File: src/rtl/write_sram_arb.sv
`default_nettype none
// ============================================================================
// Module   : write_sram_arb
// Purpose  : Round-robin arbiter that drains one full block per grant from the
//            per-port input FIFOs into the shared SRAM write port.
// Revision : 1.0 - initial release
// ============================================================================
module write_sram_arb #(
  parameter int PORT_NUM       = 4,
  parameter int DATA_WIDTH     = 32,
  parameter int BLK_ADDR_WIDTH = 10,
  parameter int BLK_WORDS      = 32,
  parameter int CNT_WIDTH      = $clog2(BLK_WORDS)
) (
  input  logic                                i_clk,
  input  logic                                i_rst,
  input  logic [PORT_NUM-1:0]                 i_req,
  input  logic [PORT_NUM*BLK_ADDR_WIDTH-1:0]  i_blk_addr,
  input  logic [PORT_NUM*DATA_WIDTH-1:0]      i_fifo_data,
  output logic [PORT_NUM-1:0]                 o_fifo_ren,
  output logic [PORT_NUM-1:0]                 o_grant,
  output logic [PORT_NUM-1:0]                 o_done,
  output logic                                o_busy,
  output logic                                o_sram_wen,
  output logic [BLK_ADDR_WIDTH+CNT_WIDTH-1:0] o_sram_addr,
  output logic [DATA_WIDTH-1:0]               o_sram_data
);

  localparam int PTR_WIDTH = $clog2(PORT_NUM);
  localparam logic [CNT_WIDTH-1:0] RD_LAST  = CNT_WIDTH'(BLK_WORDS - 1);
  localparam logic [PTR_WIDTH-1:0] PTR_LAST = PTR_WIDTH'(PORT_NUM - 1);

  typedef enum logic [1:0] {
    IDLE = 2'd0,
    READ = 2'd1,
    LAST = 2'd2
  } state_t;

  state_t                    state, state_next;
  logic [PTR_WIDTH-1:0]      ptr, cand, win_idx, grant_idx;
  logic                      win_found;
  logic [CNT_WIDTH-1:0]      rd_cnt, wr_cnt;
  logic [BLK_ADDR_WIDTH-1:0] blk_addr;
  logic [PORT_NUM-1:0]       grant, ren, done;
  logic                      busy, wen;
  logic [DATA_WIDTH-1:0]     sram_data;

  // First requester at or above the priority pointer, searching upward with wrap.
  always_comb begin
    win_found = 1'b0;
    win_idx   = '0;
    cand      = '0;
    for (int i = 0; i < PORT_NUM; i++) begin
      cand = PTR_WIDTH'((int'(ptr) + i) % PORT_NUM);
      if (!win_found && i_req[cand]) begin
        win_found = 1'b1;
        win_idx   = cand;
      end
    end
  end

  always_ff @(posedge i_clk) begin
    if (i_rst) state <= IDLE;
    else       state <= state_next;
  end

  always_comb begin
    state_next = state;
    case (state)
      IDLE:    if (win_found) state_next = READ;
      READ:    if (rd_cnt == RD_LAST) state_next = LAST;
      LAST:    state_next = IDLE;
      default: state_next = IDLE;
    endcase
  end

  always_ff @(posedge i_clk) begin
    if (i_rst) begin
      grant     <= '0;
      ren       <= '0;
      done      <= '0;
      busy      <= 1'b0;
      wen       <= 1'b0;
      ptr       <= '0;
      grant_idx <= '0;
      rd_cnt    <= '0;
      wr_cnt    <= '0;
      blk_addr  <= '0;
    end else begin
      busy <= (state_next != IDLE);
      wen  <= |ren;
      done <= '0;
      if (wen) wr_cnt <= wr_cnt + CNT_WIDTH'(1);
      case (state)
        IDLE: begin
          if (win_found) begin
            grant     <= PORT_NUM'(1) << win_idx;
            ren       <= PORT_NUM'(1) << win_idx;
            grant_idx <= win_idx;
            blk_addr  <= i_blk_addr[win_idx*BLK_ADDR_WIDTH +: BLK_ADDR_WIDTH];
            rd_cnt    <= '0;
          end
        end
        READ: begin
          rd_cnt <= rd_cnt + CNT_WIDTH'(1);
          if (rd_cnt == RD_LAST) begin
            ren  <= '0;
            done <= grant;  // lands on the cycle carrying the final write
          end
        end
        LAST: begin
          grant <= '0;
          ptr   <= (grant_idx == PTR_LAST) ? '0 : grant_idx + PTR_WIDTH'(1);
        end
        default: ;
      endcase
    end
  end

  always_comb begin
    sram_data = '0;
    for (int p = 0; p < PORT_NUM; p++)
      sram_data = sram_data | (i_fifo_data[p*DATA_WIDTH +: DATA_WIDTH] & {DATA_WIDTH{grant[p]}});
  end

  assign o_fifo_ren  = ren;
  assign o_grant     = grant;
  assign o_done      = done;
  assign o_busy      = busy;
  assign o_sram_wen  = wen;
  assign o_sram_addr = {blk_addr, wr_cnt};
  assign o_sram_data = sram_data;

endmodule
`default_nettype wire

File: config.mk
export PLATFORM = sky130hd
export DESIGN_NAME = write_sram_arb
export DESIGN_NICKNAME = d
export VERILOG_FILES = /design/src/rtl/write_sram_arb.sv
export SDC_FILE = /design/constraint.sdc
export NUM_CORES = 1
export LEC_CHECK = 0
export BUFFER_PORTS_ARGS = -buffer_cell sky130_fd_sc_hd__buf_2
export CELL_PAD_IN_SITES_DETAIL_PLACEMENT = 1
export CELL_PAD_IN_SITES_GLOBAL_PLACEMENT = 1
export CORE_MARGIN = 10
export CORE_UTILIZATION = 24
export CTS_BUF_LIST = sky130_fd_sc_hd__clkbuf_4
export CTS_CLUSTER_SIZE = 10
export DETAILED_ROUTE_END_ITERATION = 8
export PLACE_DENSITY = 0.86
export SLEW_MARGIN = 20
export SYNTH_ARGS = -nofsm -noshare
export SYNTH_HDL_FRONTEND = slang
export SYNTH_SLANG_ARGS = --single-unit
File: constraint.sdc
create_clock -name i_clk -period 2.02 [get_ports i_clk]
set_input_delay 0.606 -clock i_clk [delete_from_list [all_inputs] [get_ports i_clk]]
set_output_delay 0.606 -clock i_clk [all_outputs]
set_load 0.02 [all_outputs]
==> flow_metrics.tcl, run 1 <==
set metrics [dict create \
    cts.path.max_buffers 2 \
    portBuffers 234 \
    synth.distinct_cells 33 \
    cts-htree-levels 2 \
    max_cap_viol_count 0 \
    wl_per_cell_um 19.98 \
    synth_top_area_share_pct 32.55 \
    power_density_nw_per_um2 493.9 \
    r2r-end "blk_addr[5]" \
    track_usage_pct 16.28 \
    drt_wl_total_um 13370 \
    netlist_area_um2 2460 \
    clock_skew_ps 9.897 \
    setup_viol 0 \
    area_delta_synth_final_pct 60.89 \
    clock_sinks 40 \
    drc_errors 0 \
    die_area_um2 14700 \
    place_congestion 0.8941 \
    clock.fmax_mhz 513.0 \
    setup_slack_ps 70.87 \
    cts_root_buffer "clkbuf_4" \
    synth_mux_area_share_pct 8.952 \
    grt_pass1_vias 3607 \
    status "completed" \
    startpoint "o_grant[3]" \
    worst_pin_slew_ps 559.5 \
    layout_commonest_cell "buf_2" \
    avgSynthCellArea_um2 8.118 \
    vias_per_cell 5.012 \
    dp_hpwl_um 11100 \
    ir_worst_vdd_uv 265.3 \
    crit_fanout 33 \
    hold_start "grant_idx[1]" \
    grt_pass1_wl_um 19400 \
    layout.nets 713 \
    timing.hold.ws_ps 478.5 \
    start_util_pct 24.94 \
    dr.first_iter.drc_count 234 \
    cts_tree "done" \
    critical_path_class "register to primary output" \
    drtPass1Iterations 4 \
    worst_ep_arrival_time_ps 1340 \
    die_h_um 121.2 \
    syn_inst 303 \
    crit_path_end "o_sram_data[9]" \
    ant_nets 0 \
    synth_area_leaders "dfxtp_1 (33%), a22oi_1 (20%), mux2i_1 (9.0%)" \
    crit-reg2reg-launch "ptr[1]" \
    hp-class "register to register" \
    critPathRequiredTime_ps 1410 \
    slew_headroom_pct 62.36 \
    synthSimpleGateAreaFrac_pct 19.74 \
    yosys_register_bits 40 \
    diodes 0 \
    r2r_setup_slack_ps 160 \
    cts_inserted_buffers 5 \
    yosys_warnings 0 \
    core_area_um2 9864 \
    yosysSeqAreaShare_pct 32.55 \
    synth_xor_area_share_pct 1.780 \
    fill_cells 1293 \
    synthAdderAreaFrac_pct 2.035 \
    grt.overflow.total 0 \
    synth_compound_area_share_pct 29.25 \
    io_pins 235 \
    critPathLaunchType "register" \
    mostFrequentLayoutCells "buf_2 (234), a22oi_1 (64), nand2_1 (45)" \
    dr_total_vias 3353 \
    end_kind "primary output" \
    reg2reg_depth 5 \
    period_minus_slack_ps 1949 \
    finalCritPeriodShare_pct 96.49 \
    clkTransAtPathRegs_ps 120 \
    synth_top_family_by_area "compound AO/OA/AOI/OAI gates" \
    die_w_um 121.2 \
    dp_worst_setup_slack_ps -214.5 \
    cpPeakStageDelay_ps 370 \
    synth_top_cell_by_area "dfxtp_1" \
    cts-hold-fix-buffers 0 \
    syn_nets 481 \
    grt_antenna_before_repair 0 \
    grt_max_degree 36 \
    crit_chain "buf_12 > a22oi_1 > nand2_1 > buf_2" \
    worst_path_max_delay_cell "dfxtp_2" \
    num_rows 36 \
    maxSlewViolCount 0 \
    p_leak_uw 0.002165 \
    clock_latency_ps 330 \
    hold_viol 0 \
    drive_above_1_share_pct 49.44 \
]
where the power goes:
part           internal (µW)  leakage [µW]  switching [µW]
Sequential               824      0.000328            29.7
Clock                    161     0.0000338             252
Combinational            311       0.00180             377
Total                   1300       0.00216             659
sequential cells by signal, indices dropped and copies added, names as in the netlist, 4 cells and up:
signal,cells
o_fifo_ren,4
o_grant,4
rd_cnt,5
o_done,4
blk_addr,10
wr_cnt,5
synth_stat cells:
| master | instances |
|---|---|
| and2_1 | 4 |
| ha_1 | 4 |
| nand2b_1 | 3 |
| nor3_1 | 5 |
| nor2_1 | 18 |
| and3_1 | 1 |
| mux2i_1 | 22 |
| nand3b_1 | 11 |
| o221ai_1 | 9 |
| a211oi_1 | 1 |
| xor2_1 | 4 |
| nand2_1 | 45 |
| or3_4 | 1 |
| nand3_1 | 2 |
| buf_2 | 4 |
| a21o_1 | 2 |
| a22oi_1 | 66 |
| a211o_1 | 1 |
| nor4_1 | 2 |
| buf_1 | 2 |
| o221ai_2 | 1 |
| o21a_1 | 1 |
| a21oi_1 | 16 |
| nand4_1 | 3 |
| inv_1 | 5 |
| clkbuf_1 | 19 |
| buf_6 | 2 |
| dfxtp_1 | 40 |
| or3_1 | 5 |
| o21ai_0 | 1 |
| xnor2_1 | 1 |
| o22ai_1 | 1 |
| nor3b_1 | 1 |
worst min path at each step:
stage / endpoint / slack, ps / cells after the start
6_report: grant_idx[1] / 480 / 2
5_1_grt: grant_idx[1] / 520 / 2
4_1_cts: grant_idx[1] / 480 / 2
3_5_place_dp: grant_idx[1] / 460 / 2
3_3_place_gp: grant_idx[1] / 450 / 2
2_1_floorplan: grant_idx[1] / 440 / 2
per-stage QoR:
step | cells | utilization [%] | cell area (µm²) | setup TNS (ps) | total power (µW)
floorplan | 303 | - | 2460 | 0 | 1198
global placement | 660 | 39.07 | 3854 | -1212 | 1524
detailed placement | 660 | 39.07 | 3854 | -2307 | 1556
CTS | 668 | 39.69 | 3915 | 0 | 1975
global route | 669 | 40.12 | 3958 | -7.285 | 2075
finish | 669 | 40.12 | 3958 | 0 | 1954
metal layers:
| metal | track usage (%) | part of all wire, % |
|---|---|---|
| met1 | 16.73 | 37 |
| met2 | 30.82 | 53 |
| met3 | 4.886 | 7.9 |
| met4 | 4.918 | 2.4 |
| met5 | 0 | 0 |
cell families (layout without fill, tap and decap cells):
family                   count (synthesis)  count (layout)
adder cells (fa/ha/maj)                  4               4
AND/OR/NAND/NOR                        101             101
flip-flops                              40              40
XOR/XNOR                                 5               5
AO/OA/AOI/OAI                           99              99
multiplexers                            22              22
buffers and inverters                   32             265
cell type report:
type / instances / area [µm²] / area share, %
multi-input combinational: 231 / 1529 / 38.63
timing repair buffer: 252 / 1381 / 34.90
sequential: 40 / 805.8 / 20.36
tap: 133 / 166.4 / 4.205
clock buffer: 7 / 52.55 / 1.328
inverter: 5 / 18.77 / 0.4742
clock inverter: 1 / 3.754 / 0.09485
worst max-delay path, delay by kind of cell, from the launching register on:
family,cells,cell delay (ps)
AND/OR/NAND/NOR,1,110
buffers and inverters,2,340
AO/OA/AOI/OAI,1,160
flip-flops,1,370
repair_timing:
action,4_1_cts,5_1_grt
setup buffers,0,0
endpoints found under the setup margin,12,8
cloned,0,1
resized for setup,2,5
Power figures use the tool's default switching activity.
==> run 2: changes to the inputs <==
--- a/config.mk
+++ b/config.mk
@@ -8,9 +8,10 @@
 export BUFFER_PORTS_ARGS = -buffer_cell sky130_fd_sc_hd__buf_2
 export CELL_PAD_IN_SITES_DETAIL_PLACEMENT = 1
 export CELL_PAD_IN_SITES_GLOBAL_PLACEMENT = 1
+export CORE_ASPECT_RATIO = 1.25
 export CORE_MARGIN = 10
 export CORE_UTILIZATION = 24
-export CTS_BUF_LIST = sky130_fd_sc_hd__clkbuf_4
+export CTS_BUF_LIST = sky130_fd_sc_hd__clkbuf_8
 export CTS_CLUSTER_SIZE = 10
 export DETAILED_ROUTE_END_ITERATION = 8
 export PLACE_DENSITY = 0.86
==> run 2 against run 1 <==
Against the previous run: sequential cell count did not move; clock-buffer cell count is 1 lower; clock power grew 68%; combinational power is 3.2% higher; via count rose by 1.3%; power increased by 16%; die area up 0.17%; non-clock buffer count is 6 higher.
==> flow_metrics.tcl, run 2 (synthesis gave the netlist of run 1 again) <==
set metrics [dict create \
    status "completed" \
    end_kind "primary output" \
    num_rows 41 \
    clkPwrFrac_pct 30.6 \
    mostFrequentLayoutCells "buf_2 (232), a22oi_1 (62), nand2_1 (45)" \
    drc_errors 0 \
    wl_per_cell_um 21.28 \
    grt_antenna_before_repair 2 \
    p_switching_uw 712.6 \
    largest_register_ff_count 10 \
    timing.hold.ws_ps 472.6 \
    critPathLaunchType "register" \
    clock.fmax_mhz 513.1 \
    r2r-end "blk_addr[7]" \
    p_total_uw 2264 \
    start_util_pct 24.46 \
    grt_pass1_vias 3784 \
    drt_wl_total_um 14300 \
    die_w_um 110.6 \
    ant_nets 0 \
    cts_inserted_buffers 5 \
    cts_setup_buffers 0 \
    dp_hpwl_um 12170 \
    worst_pin_slew_ps 540.1 \
    cts-htree-levels 2 \
    r2r_setup_slack_ps 180 \
    internal-power_uw 1552 \
    io_pins 235 \
    critPathRequiredTime_ps 1410 \
    die_h_um 133.2 \
    grt.overflow.total 0 \
    cts_root_buffer "clkbuf_8" \
    layout_commonest_cell "buf_2" \
    max_cap_viol_count 0 \
    switching_share_pct 31.47 \
    largest-register "blk_addr" \
    dr.first_iter.drc_count 165 \
    worst_ep_arrival_time_ps 1340 \
    maxSlewViolCount 0 \
    area_delta_synth_final_pct 66.02 \
    dr_total_vias 3397 \
    track_usage_pct 17.91 \
    hp-class "register to register" \
    fill_cells 1295 \
    cts_tree "done" \
    crit-reg2reg-launch "ptr[1]" \
    clkTransAtPathRegs_ps 80 \
    layout.nets 719 \
    power_frac_comb_pct 31.4 \
    slew_headroom_pct 63.71 \
    clock_latency_ps 300 \
    hold_start "grant_idx[1]" \
    core_area_um2 10050 \
    seq_power_share_pct 38.0 \
    period_minus_slack_ps 1949 \
    p_leak_uw 0.002224 \
    reg2reg_depth 5 \
    cts.path.max_buffers 2 \
    ir_worst_vdd_uv 354.9 \
    power_density_nw_per_um2 554.5 \
    drive_above_1_share_pct 51.11 \
    crit_fanout 17 \
    portBuffers 234 \
    critical_path_class "register to primary output" \
    min_to "grant_idx[1]" \
    holdPathStages 2 \
    placed_cell_area_um2 3894 \
    regArea_um2 808.3 \
    place_congestion 0.9105 \
    drtPass1Iterations 4 \
    top_regs "blk_addr (10), rd_cnt (5), wr_cnt (5)" \
    finalCritPeriodShare_pct 96.49 \
    vias_per_cell 5.055 \
    setup_viol 0 \
    grt_max_degree 34 \
    multi_input_area_um2 1544 \
    die_area_um2 14720 \
    clock_skew_ps 8.895 \
    clock_sinks 40 \
    design_area_um2 4084 \
    hold_viol 0 \
    rsz0062_at_grt "no" \
    grt_pass1_wl_um 21690 \
]
## run 2: changes by cell type in the layout (fill, tap and decap cells not counted), sizes merged
cell / delta
buf: +6
bufinv: +1
clkbuf: -1
diode: +1
## run 2: cell type report
class,instances,area share [%]
inverter,5,0.4596
timing repair buffer,258,34.96
sequential,40,19.79
antenna,1,0.06127
clock inverter,2,0.9498
tap,129,3.952
multi-input combinational,231,37.81
clock buffer,6,2.022
## run 2: layer usage
metal / share of wire (%) / global-route usage, % / up-vias
met2: 49 / 31.96 / 174
met5: 0.13 / 0 / -
met3: 8.5 / 6.379 / 14
met4: 1.0 / 3.188 / 2
met1: 41 / 20.10 / 1594
li1: - / - / 1613
## run 2: what timing repair did
| action | in CTS | in global routing |
|---|---|---|
| hold buffers | 0 | 0 |
| gates cloned | 0 | 1 |
| pin swaps | 0 | 1 |
| gates resized for setup | 1 | 12 |
| hold endpoints to repair | 0 | 0 |
| endpoints found under the setup margin | 29 | 13 |
## run 2: power groups by stage
stage	Combinational, µW	Clock [µW]	Sequential, µW
finish	710	693	861
global route	771	743	866
CTS	706	708	861
detailed placement	703	0	878
global placement	683	0	877
floorplan	296	0	901
## run 2: critical path: stages, from the launching register on
cell and delay [ps]:
dfxtp_4 410, buf_12 160, a22oi_1 190, nand2_1 110, buf_2 180
## run 2: through the flow
stage / setup slack (ps) / instances / setup TNS, ps / util [%]
4_1_cts: 25.77 / 670 / 0 / 39.95
3_5_place_dp: -194.0 / 662 / -1772 / 38.73
6_report: 70.98 / 672 / 0 / 40.62
2_1_floorplan: 146.6 / 303 / 0 / -
5_1_grt: 0.7709 / 671 / 0 / 40.59
3_3_place_gp: -129.1 / 662 / -1321 / 38.73
## run 2: worst max-delay path by stage
stage	start	slack [ps]	end
global placement	i_req[0]	-130	blk_addr[7]
floorplan	i_req[0]	150	blk_addr[9]
detailed placement	i_req[0]	-190	blk_addr[1]
global route	o_grant[1]	0.8	o_sram_data[30]
CTS	o_grant[1]	30	o_sram_data[31]
finish	o_grant[0]	70	o_sram_data[12]
==> run 3: changes to the inputs <==
--- a/config.mk
+++ b/config.mk
@@ -15,6 +15,7 @@
 export CTS_CLUSTER_SIZE = 10
 export DETAILED_ROUTE_END_ITERATION = 8
 export PLACE_DENSITY = 0.86
+export RECOVER_POWER = 50
 export SLEW_MARGIN = 20
 export SYNTH_ARGS = -nofsm -noshare
 export SYNTH_HDL_FRONTEND = slang
==> run 3 against run 2 <==
Against the previous run: die area unchanged; critical endpoint unchanged; setup slack got worse by 4.8 ps; register-to-register slack hardly changed; maximum frequency is 0.25% lower; global-route usage did not move; clock skew hardly changed; sequential share of layout area is 0.25 points higher.
==> flow_metrics.tcl, run 3 (synthesis gave the netlist of run 1 again) <==
set metrics [dict create \
    portBuffers 234 \
    die_area_um2 14720 \
    num_rows 41 \
    largest-register "blk_addr" \
    use_met3_pct 6.379 \
    period_minus_slack_ps 1954 \
    dp_hpwl_um 12170 \
    grt_antenna_before_repair 2 \
    clock_sinks 40 \
    crit_buf_inv 2 \
    layout.nets 719 \
    clock_latency_ps 300 \
    io_pins 235 \
    grt_max_degree 34 \
    drive_above_1_share_pct 45.02 \
    cts.path.max_buffers 2 \
    worst_path_max_delay_cell "dfxtp_4" \
    wl_per_cell_um 21.33 \
    critical_path_class "register to primary output" \
    hold_viol 0 \
    worst_pin_slew_ps 690.0 \
    clock.fmax_mhz 511.8 \
    cts_root_buffer "clkbuf_8" \
    grt_pass1_wl_um 21690 \
    power_density_nw_per_um2 559.2 \
    use_met2_pct 31.96 \
    vias_per_cell 5.065 \
    mostFrequentLayoutCells "buf_2 (203), a22oi_1 (62), nand2_1 (45)" \
    setup_slack_ps 66.15 \
    track_usage_pct 17.91 \
    max_cap_viol_count 0 \
    largest_register_ff_count 10 \
    core_area_um2 10050 \
    area_delta_synth_final_pct 63.94 \
    clock_skew_ps 9.037 \
    slew_headroom_pct 54.00 \
    dr.first_iter.drc_count 166 \
    ant_nets 0 \
    dp_worst_setup_slack_ps -194.0 \
    grt_pass1_vias 3784 \
    cts_tree "done" \
    ir_worst_vdd_uv 357.9 \
    setup_viol 0 \
    top_regs "blk_addr (10), rd_cnt (5), wr_cnt (5)" \
    place_congestion 0.9105 \
    layout_commonest_cell "buf_2" \
    critPathRequiredTime_ps 1410 \
    cts_setup_buffers 0 \
    maxSlewViolCount 0 \
    drtPass1Iterations 4 \
    worst_ep_arrival_time_ps 1350 \
    timing.hold.ws_ps 472.8 \
    grt-busiest-layer "met2" \
    crit_fanout 17 \
    p_leak_uw 0.002092 \
    cts-htree-levels 2 \
    p_total_uw 2255 \
    die_w_um 110.6 \
    tns_ps 0 \
    grt.met1_usage_pct 20.10 \
    die_h_um 133.2 \
    grt.overflow.total 0 \
    dr_total_vias 3404 \
    drc_errors 0 \
    start_util_pct 24.46 \
    critPathLaunchType "register" \
    hp-class "register to register" \
    crit_family "flip-flops" \
    clkTransAtPathRegs_ps 80 \
    end_kind "primary output" \
    utilization_pct 40.11 \
    drt_wl_total_um 14330 \
    cpPeakStageDelay_ps 410 \
    finalCritPeriodShare_pct 96.73 \
    rsz0062_at_grt "no" \
    status "completed" \
    crit_chain "buf_12 > a22oi_1 > nand2_1 > buf_2" \
    cts_inserted_buffers 5 \
]
-- run 3: report_power, final --
group	total [µW]	leakage, µW	internal (µW)	switching, µW
clock network	695	0.0000614	404	291
logic	699	0.00170	312	386
registers	861	0.000328	824	37.2
total	2250	0.00209	1540	714
-- run 3: cell type report --
type                            count  area (µm²)
Antenna cell                        1       2.502
Clock buffer                        6       82.58
Clock inverter                      2       38.79
Fill cell                        1315        6022
Inverter                            5       18.77
Multi-Input combinational cell    231        1544
Sequential cell                    40       808.3
Tap cell                          129       161.4
Timing Repair Buffer              258        1376
-- run 3: routing by layer --
metal  up-vias  share of wire (%)
li1       1612                  -
met1      1601                 41
met2       176                 49
met3        13                8.5
met4         2                1.0
met5         -               0.13
-- run 3: repair_timing --
item / 4_1_cts / 5_1_grt
hold buffers: 0 / 0
gates cloned: 0 / 1
resized for setup: 1 / 12
pin swaps: 0 / 1
endpoints found under the setup margin: 29 / 13
-- run 3: worst min-delay path, stage by stage, from the launching register on --
cell and delay [ps]:
dfxtp_1 320, nand2_1 60, a21oi_1 50
-- run 3: final timing paths --
kind / slack, ps / cells after the start / from / end
worst max-delay path: 70 / 4 / o_grant[0] / o_sram_data[12]
worst min-delay path: 470 / 2 / grant_idx[1] / grant_idx[1]
worst max register to register: 170 / 5 / ptr[1] / blk_addr[7]
worst min register to register: 470 / 2 / grant_idx[1] / grant_idx[1]
-- run 3: stage by stage --
stage,instance area [µm²],std cells
2_1_floorplan,2460,303
3_3_place_gp,3894,662
3_5_place_dp,3894,662
4_1_cts,4016,670
5_1_grt,4030,671
6_report,4033,672
